==> src/rtl/missile_ctl.sv <==
// missile_ctl: player missile launch/flight FSM plus pixel overlay stage, 1-cycle latency.
// Optional feature: define MISSILE_HIT_EN to add the `hit` input that ends a flight early.
`default_nettype none

module missile_ctl #(
  parameter int          MISSILE_W       = 4,
  parameter int          MISSILE_H       = 16,
  parameter int          SPEED           = 8,
  parameter int          X_OFFSET        = 30,
  parameter int          COOLDOWN_FRAMES = 10,
  parameter logic [11:0] COLOR           = 12'hFF0
) (
  input  logic        pclk,
  input  logic        rst,
  input  logic        fire,
`ifdef MISSILE_HIT_EN
  input  logic        hit,
`endif
  input  logic [10:0] xpos_player,
  input  logic [10:0] ypos_player,
  input  logic [10:0] vcount_in,
  input  logic [10:0] hcount_in,
  input  logic        vsync_in,
  input  logic        vblnk_in,
  input  logic        hsync_in,
  input  logic        hblnk_in,
  input  logic [11:0] rgb_in,
  output logic [10:0] vcount_out,
  output logic [10:0] hcount_out,
  output logic        vsync_out,
  output logic        vblnk_out,
  output logic        hsync_out,
  output logic        hblnk_out,
  output logic [11:0] rgb_out,
  output logic [10:0] xpos_missile,
  output logic [10:0] ypos_missile,
  output logic        on_missle
);

  localparam logic [1:0]  IDLE     = 2'd0;
  localparam logic [1:0]  FLY      = 2'd1;
  localparam logic [1:0]  COOLDOWN = 2'd2;

  localparam logic [10:0] MH   = 11'(MISSILE_H);
  localparam logic [10:0] SPD  = 11'(SPEED);
  localparam logic [10:0] XOFF = 11'(X_OFFSET);
  localparam logic [7:0]  CD   = 8'(COOLDOWN_FRAMES);

  logic [1:0]  state_q, state_d;
  logic [7:0]  cooldown_q, cooldown_d;
  logic        fire_pending_q, fire_pending_d;
  logic        fire_prev_q, vblnk_prev_q;
  logic [10:0] xpos_q, xpos_d, ypos_q, ypos_d;
  logic        on_q, on_d;
  logic [11:0] rgb_q, rgb_d;
  logic [10:0] vcount_q, hcount_q;
  logic        vsync_q, vblnk_q, hsync_q, hblnk_q;

  logic tick, press, hit_now;
  logic in_x, in_y;

  assign tick  = vblnk_in & ~vblnk_prev_q;
  assign press = fire & ~fire_prev_q;
`ifdef MISSILE_HIT_EN
  assign hit_now = hit;
`else
  assign hit_now = 1'b0;
`endif

  always_ff @(posedge pclk or negedge rst) begin
    if (!rst) begin
      state_q        <= IDLE;
      cooldown_q     <= '0;
      fire_pending_q <= 1'b0;
      fire_prev_q    <= 1'b0;
      vblnk_prev_q   <= 1'b0;
      xpos_q         <= '0;
      ypos_q         <= '0;
      on_q           <= 1'b0;
      rgb_q          <= '0;
      vcount_q       <= '0;
      hcount_q       <= '0;
      vsync_q        <= 1'b0;
      vblnk_q        <= 1'b0;
      hsync_q        <= 1'b0;
      hblnk_q        <= 1'b0;
    end else begin
      state_q        <= state_d;
      cooldown_q     <= cooldown_d;
      fire_pending_q <= fire_pending_d;
      fire_prev_q    <= fire;
      vblnk_prev_q   <= vblnk_in;
      xpos_q         <= xpos_d;
      ypos_q         <= ypos_d;
      on_q           <= on_d;
      rgb_q          <= rgb_d;
      vcount_q       <= vcount_in;
      hcount_q       <= hcount_in;
      vsync_q        <= vsync_in;
      vblnk_q        <= vblnk_in;
      hsync_q        <= hsync_in;
      hblnk_q        <= hblnk_in;
    end
  end

  always_comb begin
    state_d        = state_q;
    cooldown_d     = cooldown_q;
    fire_pending_d = 1'b0;
    xpos_d         = xpos_q;
    ypos_d         = ypos_q;
    on_d           = on_q;
    case (state_q)
      IDLE: begin
        // A press in the tick cycle itself still counts toward this frame's launch.
        fire_pending_d = tick ? 1'b0 : (fire_pending_q | press);
        if (tick && (fire_pending_q || press) && (ypos_player >= MH)) begin
          xpos_d  = xpos_player + XOFF;
          ypos_d  = ypos_player - MH;
          on_d    = 1'b1;
          state_d = FLY;
        end
      end
      FLY: begin
        if (hit_now || (tick && (ypos_q < SPD))) begin
          on_d       = 1'b0;
          cooldown_d = CD;
          state_d    = COOLDOWN;
        end else if (tick) begin
          ypos_d = ypos_q - SPD;
        end
      end
      COOLDOWN: begin
        if (tick) begin
          cooldown_d = cooldown_q - 8'd1;
          if (cooldown_q <= 8'd1) begin
            cooldown_d = '0;
            state_d    = IDLE;
          end
        end
      end
      default: state_d = IDLE;
    endcase
  end

  // Extents computed in 12 bits so a missile near x=2047 does not wrap its box.
  always_comb begin
    in_x  = (hcount_in >= xpos_q) && ({1'b0, hcount_in} < ({1'b0, xpos_q} + 12'(MISSILE_W)));
    in_y  = (vcount_in >= ypos_q) && ({1'b0, vcount_in} < ({1'b0, ypos_q} + 12'(MISSILE_H)));
    rgb_d = rgb_in;
    if (hblnk_in || vblnk_in)
      rgb_d = 12'h000;
    else if (on_q && in_x && in_y)
      rgb_d = COLOR;
  end

  always_comb begin
    xpos_missile = xpos_q;
    ypos_missile = ypos_q;
    on_missle    = on_q;
    rgb_out      = rgb_q;
    vcount_out   = vcount_q;
    hcount_out   = hcount_q;
    vsync_out    = vsync_q;
    vblnk_out    = vblnk_q;
    hsync_out    = hsync_q;
    hblnk_out    = hblnk_q;
  end

endmodule

`default_nettype wire

==> config.mk <==
export PLATFORM = sky130hd
export DESIGN_NAME = missile_ctl
export DESIGN_NICKNAME = d
export VERILOG_FILES = /design/src/rtl/missile_ctl.sv
export SDC_FILE = /design/constraint.sdc
export NUM_CORES = 1
export LEC_CHECK = 0
export CAP_MARGIN = 20
export CORE_ASPECT_RATIO = 0.7
export CORE_MARGIN = 2
export CORE_UTILIZATION = 45
export DETAILED_ROUTE_END_ITERATION = 12
export GPL_TIMING_DRIVEN = 0
export PLACE_DENSITY = 0.77
export SYNTH_ARGS = -nofsm -noshare
export SYNTH_HDL_FRONTEND = slang
export SYNTH_SLANG_ARGS = --single-unit
==> constraint.sdc <==
create_clock -name pclk -period 3 [get_ports pclk]
set_input_delay 0.6 -clock pclk [delete_from_list [all_inputs] [get_ports pclk]]
set_output_delay 0.6 -clock pclk [all_outputs]
set_load 0.01 [all_outputs]
== Word-level counts from Yosys, hierarchy flattened ==
Cells that the tools add are included.

* Output and inout bits: 61
* Word-level logic and storage cells: 77
* Flip-flop bits (word level): 73

* Add/sub/neg operators: 6
* Equality and inequality tests: 8
* Multiplexer cells: 20
* Reduce and logical (&&, ||, !) cells: 17
* Bitwise operators: 5
* Magnitude comparators: 7

{| class="wikitable"
|+ Operators with widths
! kind !! number
|-
| $mux W11 || 3
|-
| $lt A11 B12 Y1 || 2
|-
| $mux W12 || 2
|-
| $mux W8 || 3
|-
| $ge A11 B11 Y1 || 2
|-
| $pmux W11 S2 || 1
|-
| $pmux W8 S2 || 1
|-
| $add A11 B3 Y12 const B || 1
|-
| $add A11 B5 Y12 const B || 1
|-
| $ne A2 B2 Y1 const B || 6
|-
| $add A11 B5 Y11 const B || 1
|-
| $ge A11 B5 Y1 const B || 1
|-
| $lt A11 B4 Y1 const B || 1
|-
| $sub A11 B4 Y11 const B || 1
|-
| $sub A11 B5 Y11 const B || 1
|-
| $le A8 B1 Y1 const B || 1
|-
| $mux W2 || 4
|-
| $reduce_and A4 Y1 || 2
|-
| $sub A8 B1 Y8 const B || 1
|-
| $logic_and A1 B1 Y1 || 7
|-
| $pmux W2 S3 || 1
|-
| $reduce_and A3 Y1 || 2
|-
| $mux W1 || 4
|-
| $reduce_bool A2 Y1 || 2
|-
| 9 further kinds || 12
|}

== Logic depth before layout (Yosys ltp) ==
* Depth in word-level cells: 7
* Gate-level depth with buffers: 13
* Depth with buffers taken out: 12

== Worst setup path before layout ==
Ideal clock, no wire load.

* Path kind: register to register
* Start point: reg ypos_q[5], in the netlist ypos_missile[5]
* End point: reg rgb_q[2], in the netlist rgb_out[2]
* Cell stages (with the launch flop): 12
* Path buffers: 1
* Data arrival time: 2361 ps
* Required time: 2880 ps
* Setup slack: 520 ps
* Cells stage by stage: dfrtp_1 > ha_1 > nand2_1 > or3_1 > xnor2_1 > ha_1 > a21oi_1 > o221ai_1 > a21oi_1 > o2111ai_1 > clkbuf_1 > and3_1

* Cells in the longest elaborated chain, start to end: 6
* Elaborated cells between the ends (all ways): 7
* Classes of those cells: add/sub (1); order compare (2); mux (2); reduce/logical (2)

{| class="wikitable"
|+ Ends and longest elaborated chain
! item !! line !! RTL
|-
| start: declaration || 53 || <nowiki>logic [10:0] xpos_q, xpos_d, ypos_q, ypos_d;</nowiki>
|-
| start signal: assignment || 94 || <nowiki>ypos_q <= ypos_d;</nowiki>
|-
| $add A11 B5 Y12 || 149 || <nowiki>in_y = (vcount_in >= ypos_q) && ({1'b0, vcount_in} < ({1'b0, ypos_q} + 12'(MISSILE_H)));</nowiki>
|-
| $lt A11 B12 Y1 || 149 ||
|-
| $logic_and A1 B1 Y1 (*) || 149 ||
|-
| $logic_and A1 B1 Y1 (*) || 153 || <nowiki>else if (on_q && in_x && in_y)</nowiki>
|-
| $mux W12 (*) || 153 ||
|-
| $mux W12 (*) || 151 || <nowiki>if (hblnk_in || vblnk_in)</nowiki>
|-
| named net rgb_d[2] || 55 || <nowiki>logic [11:0] rgb_q, rgb_d;</nowiki>
|-
| end signal: assignment || 96 || <nowiki>rgb_q <= rgb_d;</nowiki>
|-
| end: declaration || 55 ||
|}

The timed path passes the listed nets; every way through them passes the cells marked *.
A chain may end at the register's enable or synchronous reset.

== Final worst setup path ==
* Start point: reg ypos_q[5], in the netlist ypos_missile[5]
* End point: reg rgb_q[3], in the netlist rgb_out[3]

Same word-level chain as after synthesis.

==> run metrics <==
status=finished clean; Worst Path Required=3200 ps; Main synth FF type=dfrtp_1; CTS tree=built; total clock sinks=73; CP Capture Type=flop; synth-to-layout area growth=41.7%; Max Slew Vio Count=0; Residual DRC=0; crit path DAT=3100 ps; # rows=29; maxcap violations=0; Setup CP Type=flop to flop; setup tns final=0 ps; GRT Overall Usage=22.1%; Worst VDD drop=458 uV; hold buffers post-CTS=0; clk root buf=clkbuf_16; Clock Latency Late Sink=330 ps; sw frac=37.3%; top layer in use=met4; input/output buffers=123; Mapped Nets=532; Core Footprint=9000 um2; die height=84.3 um; Slew @ Worst Pin=647 ps; Commonest cells post-synth=dfrtp_1 (73), ha_1 (48), inv_1 (39), nand2_1 (37), a21oi_1 (30); Initial Utilization=46.1%; sw power=1.74 mW; worst-case reg-to-reg path depth=11; final setup fails=0; top cell type's share of synthesized area=44.1%; largest net degree at the start of global routing=69; syn avg cell area=9.85 um2; clock skew=4.85 ps; share of layout cells above drive strength 1=6.77%; leakage=2.62 nW; clock share of power=22.3%; FFs w/ async S/R, synth=100%; fin nets=667; Area contributors post-synth=dfrtp_1 (44%), ha_1 (14%), a21oi_1 (3.6%); Seq cells post-synth=73; DRT met1 WL=4940 um; first-pass GRT wire length=17700 um; Worst R2R End=rgb_out[3]$_DFF_PN0_; DR WL met2=4810 um; RR Startpoint=ypos_missile[5]$_DFFE_PN0P_; Ports=124; # diodes=0; number of synthesized flops with an enable pin=0; vias per cell=5.30; most common cell in the synthesized netlist=dfrtp_1; Final Hold Fails=0; met3 wire length=870 um; synth unique cells=55; Final Power=4.67 mW; Final min period=2900 ps; Seq/Total Area, Yosys=44.1%; max frequency=0.345 GHz; Synth Instances=421; Slew HR=56.7%; Ys Warns=0; Comb pwr share=46.6%; Mapped Area=4150 um2; Flop pwr share=31.1%; Iter 0 DRT Violations=259; Routed Antenna Nets=0; die boundary width=119 um; PwrDens=794 nW/um2; htree depth=3; global route overflow=0; Routed WL per cell=15.6 um; First-pass DRT Iterations=4; Startpoint Class=flop; vias in the first global route=3594; Longest Clk Path Bufs=2; Tcrit/Tclk final=96.6%; TritonCTS Buffers=9; Layout Utilization=65.3%; dpl ws=-432 ps; DRT Wirelength=10700 um; final worst setup slack=103 ps; Cell Int Power=2.92 mW; post-synth top area cell=dfrtp_1; clk slew on worst S/H paths=50 ps; HPWL Detailed=8340 um; via count=3633; R2R Setup Slk=100 ps; Placer Congestion=0.877; hold slack=83.5 ps; CP max FO=10; die area=10000 um2; worst min path class=input port to asynchronous set/reset pin; initial antenna violation count=0
-- power groups by stage --
stage	logic [mW]	registers [mW]	clock network, mW
2_1_floorplan	1.17	1.49	0
3_3_place_gp	2.03	1.45	0
3_5_place_dp	2.11	1.46	0
4_1_cts	2.14	1.45	1.07
5_1_grt	2.44	1.49	1.11
6_report	2.17	1.45	1.04
-- registers in the layout, summed over array words and instances (netlist names) --
register,count
vcount_out,11
hsync_out,1
on_missle,1
fire_pending_q,1
fire_prev_q,1
hcount_out,11
cooldown_q,8
rgb_out,12
hblnk_out,1
xpos_missile,11
vblnk_out,1
ypos_missile,11
vsync_out,1
state_q,2
-- metal layers --
metal	global-route usage, %	vias to the layer above
met2	34.0	139
li1	-	1750
met1	30.6	1736
met5	0	-
met4	5.63	0
met3	6.93	8
-- critical path: stages, from the launching register on --
cell and delay, ps:
dfrtp_1 440, ha_1 240, nand2_1 70, or3_1 360
xnor2_1 180, ha_1 280, a21oi_2 200, o221ai_1 140
a21oi_1 210, o2111ai_2 190, buf_2 230, and3_1 220
-- kinds of logic after synthesis --
group,after synthesis,share of synthesized area [%]
adders and majority gates,48,14.5
muxes,3,0.785
buffers and inverters,48,4.74
DFF,73,44.1
and+or+nand+nor,131,16.7
xor gates and xnor gates,28,5.92
AOI/OAI and AO/OA,90,13.3
-- timing repair --
action | 4_1_cts | 5_1_grt
buffers inserted | 0 | 0
endpoints found under the hold margin | 0 | 0
gates resized for setup | 2 | 9
setup endpoints to repair | 10 | 11
-- layout by cell type, fill, tap and decap left out, drive strengths merged, types with 12 or more instances in the layout --
cell type      instances
clkdlybuf4s50        122
dfrtp                 73
ha                    48
inv                   39
nand2                 37
a21oi                 31
o21ai                 30
nor2                  21
clkbuf                17
nand3                 16
xnor2                 16
xor2                  12
-- per-stage QoR --
step                area [um2]  instances
detailed placement        5560        669
floorplan                 4150        421
global placement          5530        668
CTS                       5850        685
global route              5870        685
finish                    5870        685
-- layout make-up --
type | instances | area [um2]
Buffer | 9 | 51.3
Tap cell | 124 | 155
Timing Repair Buffer | 124 | 1260
Clock buffer | 13 | 250
Inverter | 39 | 146
Sequential cell | 73 | 1830
Fill cell | 753 | 3120
Multi-Input combinational cell | 300 | 2150
Clock inverter | 3 | 40.0
-- worst max-delay path by stage --
stage                               to  cells past startpoint                        start
3_3_place_gp   vcount_out[0]$_DFF_PN0_                      1                          rst
3_5_place_dp      rgb_out[4]$_DFF_PN0_                      9                vcount_in[10]
2_1_floorplan     rgb_out[2]$_DFF_PN0_                     11  ypos_missile[5]$_DFFE_PN0P_
6_report          rgb_out[3]$_DFF_PN0_                     11  ypos_missile[5]$_DFFE_PN0P_
4_1_cts           rgb_out[3]$_DFF_PN0_                     12  xpos_missile[2]$_DFFE_PN0P_
5_1_grt           rgb_out[3]$_DFF_PN0_                     11  ypos_missile[5]$_DFFE_PN0P_
Note: power is estimated with default switching activity, not from simulation.
